`src/rtl/rv32i_multicycle_ctrl.sv`:
```
// rtl/rv32i_multicycle_ctrl.sv - multi-cycle RV32I control FSM with unified memory port and timeout trap
module rv32i_multicycle_ctrl #(
    parameter int MEM_TIMEOUT    = 16,
    parameter int CNT_W          = 32,
    parameter bit HALT_ON_EBREAK = 1'b1
) (
    input  logic             clk,
    input  logic             reset,
    input  logic [6:0]       opcode,
    input  logic [2:0]       funct3,
    input  logic             funct7_5,
    input  logic [11:0]      imm12,
    input  logic             branch_cond,
    input  logic             mem_ready,
    output logic             mem_req,
    output logic             mem_we,
    output logic             addr_sel,
    output logic             ir_write,
    output logic             pc_write,
    output logic             pc_src,
    output logic [1:0]       alu_a_sel,
    output logic [1:0]       alu_b_sel,
    output logic [1:0]       alu_mode,
    output logic             reg_write,
    output logic [1:0]       wb_sel,
    output logic             retire,
    output logic [CNT_W-1:0] instret,
    output logic             halted,
    output logic [1:0]       trap_cause,
    output logic [3:0]       state
);

    typedef enum logic [3:0] {
        S_FETCH    = 4'd0,  S_DECODE   = 4'd1,  S_EXEC_R  = 4'd2,  S_EXEC_I  = 4'd3,
        S_ALU_WB   = 4'd4,  S_MEM_ADDR = 4'd5,  S_MEM_READ = 4'd6, S_MEM_WB  = 4'd7,
        S_MEM_WRITE = 4'd8, S_BRANCH   = 4'd9,  S_JAL     = 4'd10, S_JALR    = 4'd11,
        S_LUI      = 4'd12, S_AUIPC    = 4'd13, S_HALT    = 4'd14, S_TRAP    = 4'd15
    } state_t;

    localparam logic [6:0] OP_R      = 7'h33;
    localparam logic [6:0] OP_I      = 7'h13;
    localparam logic [6:0] OP_LOAD   = 7'h03;
    localparam logic [6:0] OP_STORE  = 7'h23;
    localparam logic [6:0] OP_BRANCH = 7'h63;
    localparam logic [6:0] OP_JAL    = 7'h6F;
    localparam logic [6:0] OP_JALR   = 7'h67;
    localparam logic [6:0] OP_LUI    = 7'h37;
    localparam logic [6:0] OP_AUIPC  = 7'h17;
    localparam logic [6:0] OP_FENCE  = 7'h0F;
    localparam logic [6:0] OP_SYSTEM = 7'h73;

    localparam int WAIT_W = (MEM_TIMEOUT > 1) ? $clog2(MEM_TIMEOUT + 1) : 1;

    state_t            cur_state, nxt_state;
    logic [WAIT_W-1:0] wait_cnt;
    logic              req_state;
    logic              timed_out;
    logic              is_env;
    logic              unused_inputs;

    assign state         = cur_state;
    assign unused_inputs = funct7_5;

    assign req_state = (cur_state == S_FETCH) || (cur_state == S_MEM_READ) ||
                       (cur_state == S_MEM_WRITE);
    // A ready arriving on the limit cycle still completes the access.
    assign timed_out = (MEM_TIMEOUT != 0) && req_state && !mem_ready &&
                       (wait_cnt == WAIT_W'(MEM_TIMEOUT));
    assign is_env    = (opcode == OP_SYSTEM) && (funct3 == 3'd0) &&
                       ((imm12 == 12'd0) || (imm12 == 12'd1));

    always_ff @(posedge clk) begin
        if (reset) begin
            cur_state <= S_FETCH;
        end else begin
            cur_state <= nxt_state;
        end
    end

    always_comb begin
        nxt_state = cur_state;
        case (cur_state)
            S_FETCH: begin
                if (timed_out)      nxt_state = S_TRAP;
                else if (mem_ready) nxt_state = S_DECODE;
            end
            S_DECODE: begin
                case (opcode)
                    OP_R:                nxt_state = S_EXEC_R;
                    OP_I:                nxt_state = S_EXEC_I;
                    OP_LOAD, OP_STORE:   nxt_state = S_MEM_ADDR;
                    OP_BRANCH:           nxt_state = S_BRANCH;
                    OP_JAL:              nxt_state = S_JAL;
                    OP_JALR:             nxt_state = S_JALR;
                    OP_LUI:              nxt_state = S_LUI;
                    OP_AUIPC:            nxt_state = S_AUIPC;
                    OP_FENCE:            nxt_state = S_FETCH;
                    default: begin
                        if (is_env) nxt_state = HALT_ON_EBREAK ? S_HALT : S_FETCH;
                        else        nxt_state = S_TRAP;
                    end
                endcase
            end
            S_EXEC_R, S_EXEC_I:          nxt_state = S_ALU_WB;
            S_ALU_WB, S_MEM_WB:          nxt_state = S_FETCH;
            S_MEM_ADDR:                  nxt_state = opcode[5] ? S_MEM_WRITE : S_MEM_READ;
            S_MEM_READ: begin
                if (timed_out)      nxt_state = S_TRAP;
                else if (mem_ready) nxt_state = S_MEM_WB;
            end
            S_MEM_WRITE: begin
                if (timed_out)      nxt_state = S_TRAP;
                else if (mem_ready) nxt_state = S_FETCH;
            end
            S_BRANCH, S_LUI:             nxt_state = S_FETCH;
            S_JAL, S_JALR, S_AUIPC:      nxt_state = S_ALU_WB;
            default:                     nxt_state = cur_state;
        endcase
    end

    always_comb begin
        mem_req   = 1'b0;
        mem_we    = 1'b0;
        addr_sel  = 1'b0;
        ir_write  = 1'b0;
        pc_write  = 1'b0;
        pc_src    = 1'b0;
        alu_a_sel = 2'd0;
        alu_b_sel = 2'd0;
        alu_mode  = 2'd0;
        reg_write = 1'b0;
        wb_sel    = 2'd0;
        retire    = 1'b0;
        case (cur_state)
            S_FETCH: begin
                mem_req = 1'b1;
                if (mem_ready) begin
                    ir_write  = 1'b1;
                    pc_write  = 1'b1;
                    alu_b_sel = 2'd2;
                end
            end
            S_DECODE: begin
                alu_a_sel = 2'd1;
                alu_b_sel = 2'd1;
                retire    = (opcode == OP_FENCE) || (is_env && !HALT_ON_EBREAK);
            end
            S_EXEC_R: begin
                alu_a_sel = 2'd2;
                alu_mode  = 2'd2;
            end
            S_EXEC_I: begin
                alu_a_sel = 2'd2;
                alu_b_sel = 2'd1;
                alu_mode  = 2'd3;
            end
            S_ALU_WB: begin
                reg_write = 1'b1;
                retire    = 1'b1;
                // Jumps write the return address old PC + 4 computed here.
                if ((opcode == OP_JAL) || (opcode == OP_JALR)) begin
                    alu_a_sel = 2'd1;
                    alu_b_sel = 2'd2;
                end
            end
            S_MEM_ADDR: begin
                alu_a_sel = 2'd2;
                alu_b_sel = 2'd1;
            end
            S_MEM_READ: begin
                mem_req  = 1'b1;
                addr_sel = 1'b1;
            end
            S_MEM_WB: begin
                reg_write = 1'b1;
                wb_sel    = 2'd1;
                retire    = 1'b1;
            end
            S_MEM_WRITE: begin
                mem_req  = 1'b1;
                mem_we   = 1'b1;
                addr_sel = 1'b1;
                retire   = mem_ready;
            end
            S_BRANCH: begin
                alu_a_sel = 2'd2;
                alu_mode  = 2'd1;
                pc_write  = branch_cond;
                pc_src    = branch_cond;
                retire    = 1'b1;
            end
            S_JAL: begin
                alu_a_sel = 2'd1;
                alu_b_sel = 2'd1;
                pc_write  = 1'b1;
            end
            S_JALR: begin
                alu_a_sel = 2'd2;
                alu_b_sel = 2'd1;
                pc_write  = 1'b1;
            end
            S_LUI: begin
                reg_write = 1'b1;
                wb_sel    = 2'd2;
                retire    = 1'b1;
            end
            S_AUIPC: begin
                alu_a_sel = 2'd1;
                alu_b_sel = 2'd1;
            end
            default: ;
        endcase
    end

    always_ff @(posedge clk) begin
        if (reset) begin
            wait_cnt   <= '0;
            instret    <= '0;
            halted     <= 1'b0;
            trap_cause <= 2'd0;
        end else begin
            if (nxt_state != cur_state)
                wait_cnt <= '0;
            else if (req_state && !mem_ready)
                wait_cnt <= wait_cnt + WAIT_W'(1);
            if (retire)
                instret <= instret + CNT_W'(1);
            if (nxt_state == S_HALT)
                halted <= 1'b1;
            if ((cur_state != S_TRAP) && (nxt_state == S_TRAP))
                trap_cause <= timed_out ? 2'd2 : 2'd1;
        end
    end

endmodule

```
`config.mk`:
```
export PLATFORM = sky130hd
export DESIGN_NAME = rv32i_multicycle_ctrl
export DESIGN_NICKNAME = d
export VERILOG_FILES = /design/src/rtl/rv32i_multicycle_ctrl.sv
export SDC_FILE = /design/constraint.sdc
export NUM_CORES = 1
export LEC_CHECK = 0
export ABC_AREA = 0
export BUFFER_PORTS_ARGS = -buffer_cell sky130_fd_sc_hd__buf_2
export CAP_MARGIN = 20
export CORE_ASPECT_RATIO = 1.25
export CORE_UTILIZATION = 45
export CTS_BUF_LIST = sky130_fd_sc_hd__clkbuf_8
export DETAILED_ROUTE_END_ITERATION = 10
export HOLD_SLACK_MARGIN = 0.15
export MAX_ROUTING_LAYER = met4
export PLACE_DENSITY = 0.71
export SLEW_MARGIN = 20
export SYNTH_ARGS = -nofsm -noshare
export SYNTH_HDL_FRONTEND = slang
export SYNTH_SLANG_ARGS = --single-unit
```
`constraint.sdc`:
```
create_clock -name clk -period 3.1 [get_ports clk]
set_input_delay 0.775 -clock clk [delete_from_list [all_inputs] [get_ports clk]]
set_output_delay 0.775 -clock clk [all_outputs]
set_load 0.05 [all_outputs]
```
==> impl_metrics.toml <==
[logic_synthesis]
synth_seq_area_share_pct = 32.4
netlist_area_um2 = 2720
synthCells = 343
synth_top_area_cell = "dfxtp_1"
synth_commonest_cells = "44 x dfxtp_1, 35 x a21oi_1, 29 x nor2_1"
syn_nets = 373
synth_ff_type = "dfxtp_1"
ys.warnings.count = 0
synth_edf_count = 0
yosys_register_bits = 44
synthTopCellsByArea = "dfxtp_1 32%, a21oi_1 6.5%, o21ai_0 5.0%"
synth.most_common_cell = "dfxtp_1"
async_flop_share_pct = 0
synth_top_area_share_pct = 32.4
yosysUniqueCellTypes = 65
syn_avg_cell_area_um2 = 7.92

[setup_path]
crit_path_max_fanout = 16
cp-end-kind = "output port"
critPathArrivalTime_ns = 1.97
critPathMaxStageDelay_ns = 0.52
path_buf_inv = 1
critPathKind = "reg2out"
cp_cell_sequence = "nand3b_1, o21ai_0, a21oi_1, nand2_1, buf_2"
cp_top_family = "compound AO/OA/AOI/OAI gates"
r2r_start = "state[0]"
worstReg2RegEnd = "instret[25]"
critPathSlowestCell = "dfxtp_2"
setup.worst_path.start_class = "flip-flop"
rrSetupSlack_ns = 0.60
ff2ff_path_depth = 5
cp_data_required_time_ns = 2.32

[drt]
viasPerCell = 5.80
wl_per_cell_um = 14.1
dr.pass1.iters = 4
drt_iter0_drc = 157
drcViolationCount = 0
drt-total-wl_um = 6860
antenna_left = 0
vias = 2824

[pwr]
power_mw = 1.94
ir_drop_mv = 0.324
power.leakage_nw = 1.36
p_per_area_nw_per_um2 = 580

[sta]
fin_setup_tns_ns = 0
layout_setup_ws_ns = 0.354
slew_headroom_pct = 59.4
fmax_mhz = 364
tightest_slew_ns = 0.594
hold_viol_final = 0
grt_setup_unrepaired = "false"
finClkSkew_ns = 0.00615
period_share_pct = 88.6
fin_crit_ns = 2.75
slew_violations = 0
whs_ns = 0.474
setup_viol = 0

[grt]
grt_max_degree = 24
antenna_found_initial = 0
grt_remaining_overflow = 0
grt_pass1_vias = 2459
grt_pass1_wl_um = 11100
grt_usage_pct = 22.3

[floorplan]
io_pins = 82
core-area_um2 = 5820
dieArea_um2 = 6350
initial_core_util_pct = 46.7
rows = 31
die_w_um = 71.5
die_h_um = 88.8

[clock_tree]
clock_sinks = 44
cts-root-buf = "clkbuf_8"
cts_buffer_depth = 2
clk_pin_slew_worst_paths_ns = 0.08
h-tree-depth = 2
worstSkewPairLatency_ns = 0.30
ctsHoldBuffers = 0
cts_tree = "built"
cts_made_buffers = 5

[run_status]
status = "complete, no violations"

[final_layout]
seqCellArea_um2 = 882
multi_input_area_um2 = 1740
final_cells = 487
synthToLayoutAreaGrowth_pct = 23.2
fin_nets = 450
nFillCells = 553
antenna_cells = 0
final_core_util_pct = 57.5
final_area_um2 = 3340
drive_above_1_share_pct = 29.0

[min_path]
holdPathEnd = "halted"
hold_depth = 2
hold_path_startpoint = "halted"
hold_class = "reg2reg"

[place]
place_area_um2 = 3220
post-dp-hpwl_um = 5020
post-place-ws_ns = 0.354
place_congestion = 0.825
dp.cells = 479
numPortBuffers = 79

[job]
maxCapViolCount = 0
[cell usage in the layout (no fill, tap or decap), types with 3 or more instances in the layout]
cell type / count
o2111ai_1: 7
dfxtp_1: 43
o21ai_0: 27
nor3b_1: 3
and3_1: 4
nand3_1: 11
o211ai_1: 4
or3_1: 14
nand4_1: 9
a21oi_1: 35
buf_2: 79
ha_1: 3
nor4_1: 3
or3_2: 4
xor2_1: 10
clkbuf_8: 6
and2_1: 5
a211oi_2: 3
o21a_1: 3
nor2_1: 29
nand2_1: 18
inv_1: 11
or4_1: 5
xnor2_1: 5
nor3_1: 9
a21o_1: 4
buf_4: 11
o31ai_1: 6
nor2b_1: 4
[final cells by class]
type | count | area share (%)
Multi-Input combinational cell | 267 | 51.9
Tap cell | 66 | 2.47
Clock inverter | 2 | 1.16
Timing Repair Buffer | 90 | 14.3
Clock buffer | 6 | 2.47
Sequential cell | 44 | 26.4
Inverter | 12 | 1.35
[cell families after synthesis]
| group | Yosys count | synth area share (%) |
|---|---|---|
| buf+inv | 32 | 4.98 |
| fa+ha+maj | 3 | 1.38 |
| xor+xnor | 15 | 4.84 |
| compound gates | 106 | 24.6 |
| simple gates | 141 | 31.0 |
| flops | 44 | 32.4 |
| mux | 2 | 0.737 |
[where the power goes]
part	leakage (nW)	internal (mW)	switching, mW
Combinational	0.941	0.250	0.571
Clock	0.0614	0.264	0.205
Sequential	0.355	0.591	0.0585
[worst register-to-register path: stages, from the launching register on]
cell	delay [ns]
dfxtp_1	0.56
nor4b_4	0.39
nand3_1	0.23
a211o_1	0.57
or4_1	0.55
a21oi_1	0.14
[state kept, by name (all words and copies together) (netlist names)]
| name | flops |
|---|---|
| halted | 1 |
| state | 4 |
| trap_cause | 2 |
| wait_cnt | 5 |
| instret | 32 |
[layer usage]
metal	part of all wire [%]	wire length, µm	global-route usage (%)	up-vias
met2	51	3490	40.6	69
met3	4.1	283	2.96	7
li1	-	-	-	1438
met1	44	3000	25.6	1310
met5	0	0	-	-
met4	1.3	86	6.77	0
[how the worst max path moves through the flow]
stage               startpoint  slack (ns)           end  cells past startpoint
global placement     opcode[4]        0.39   instret[25]                      6
detailed placement   opcode[4]        0.35   instret[25]                      6
finish                state[3]        0.35        retire                      5
CTS                   state[3]        0.16        retire                      5
floorplan             state[2]       -0.02  alu_a_sel[1]                      4
global route          state[3]        0.16        retire                      5
[timing repair]
action                     CTS  global route
buffers inserted             0             0
setup endpoints to repair    0             1
gates resized for setup      0             1
Note: power is estimated with default switching activity, not from simulation.
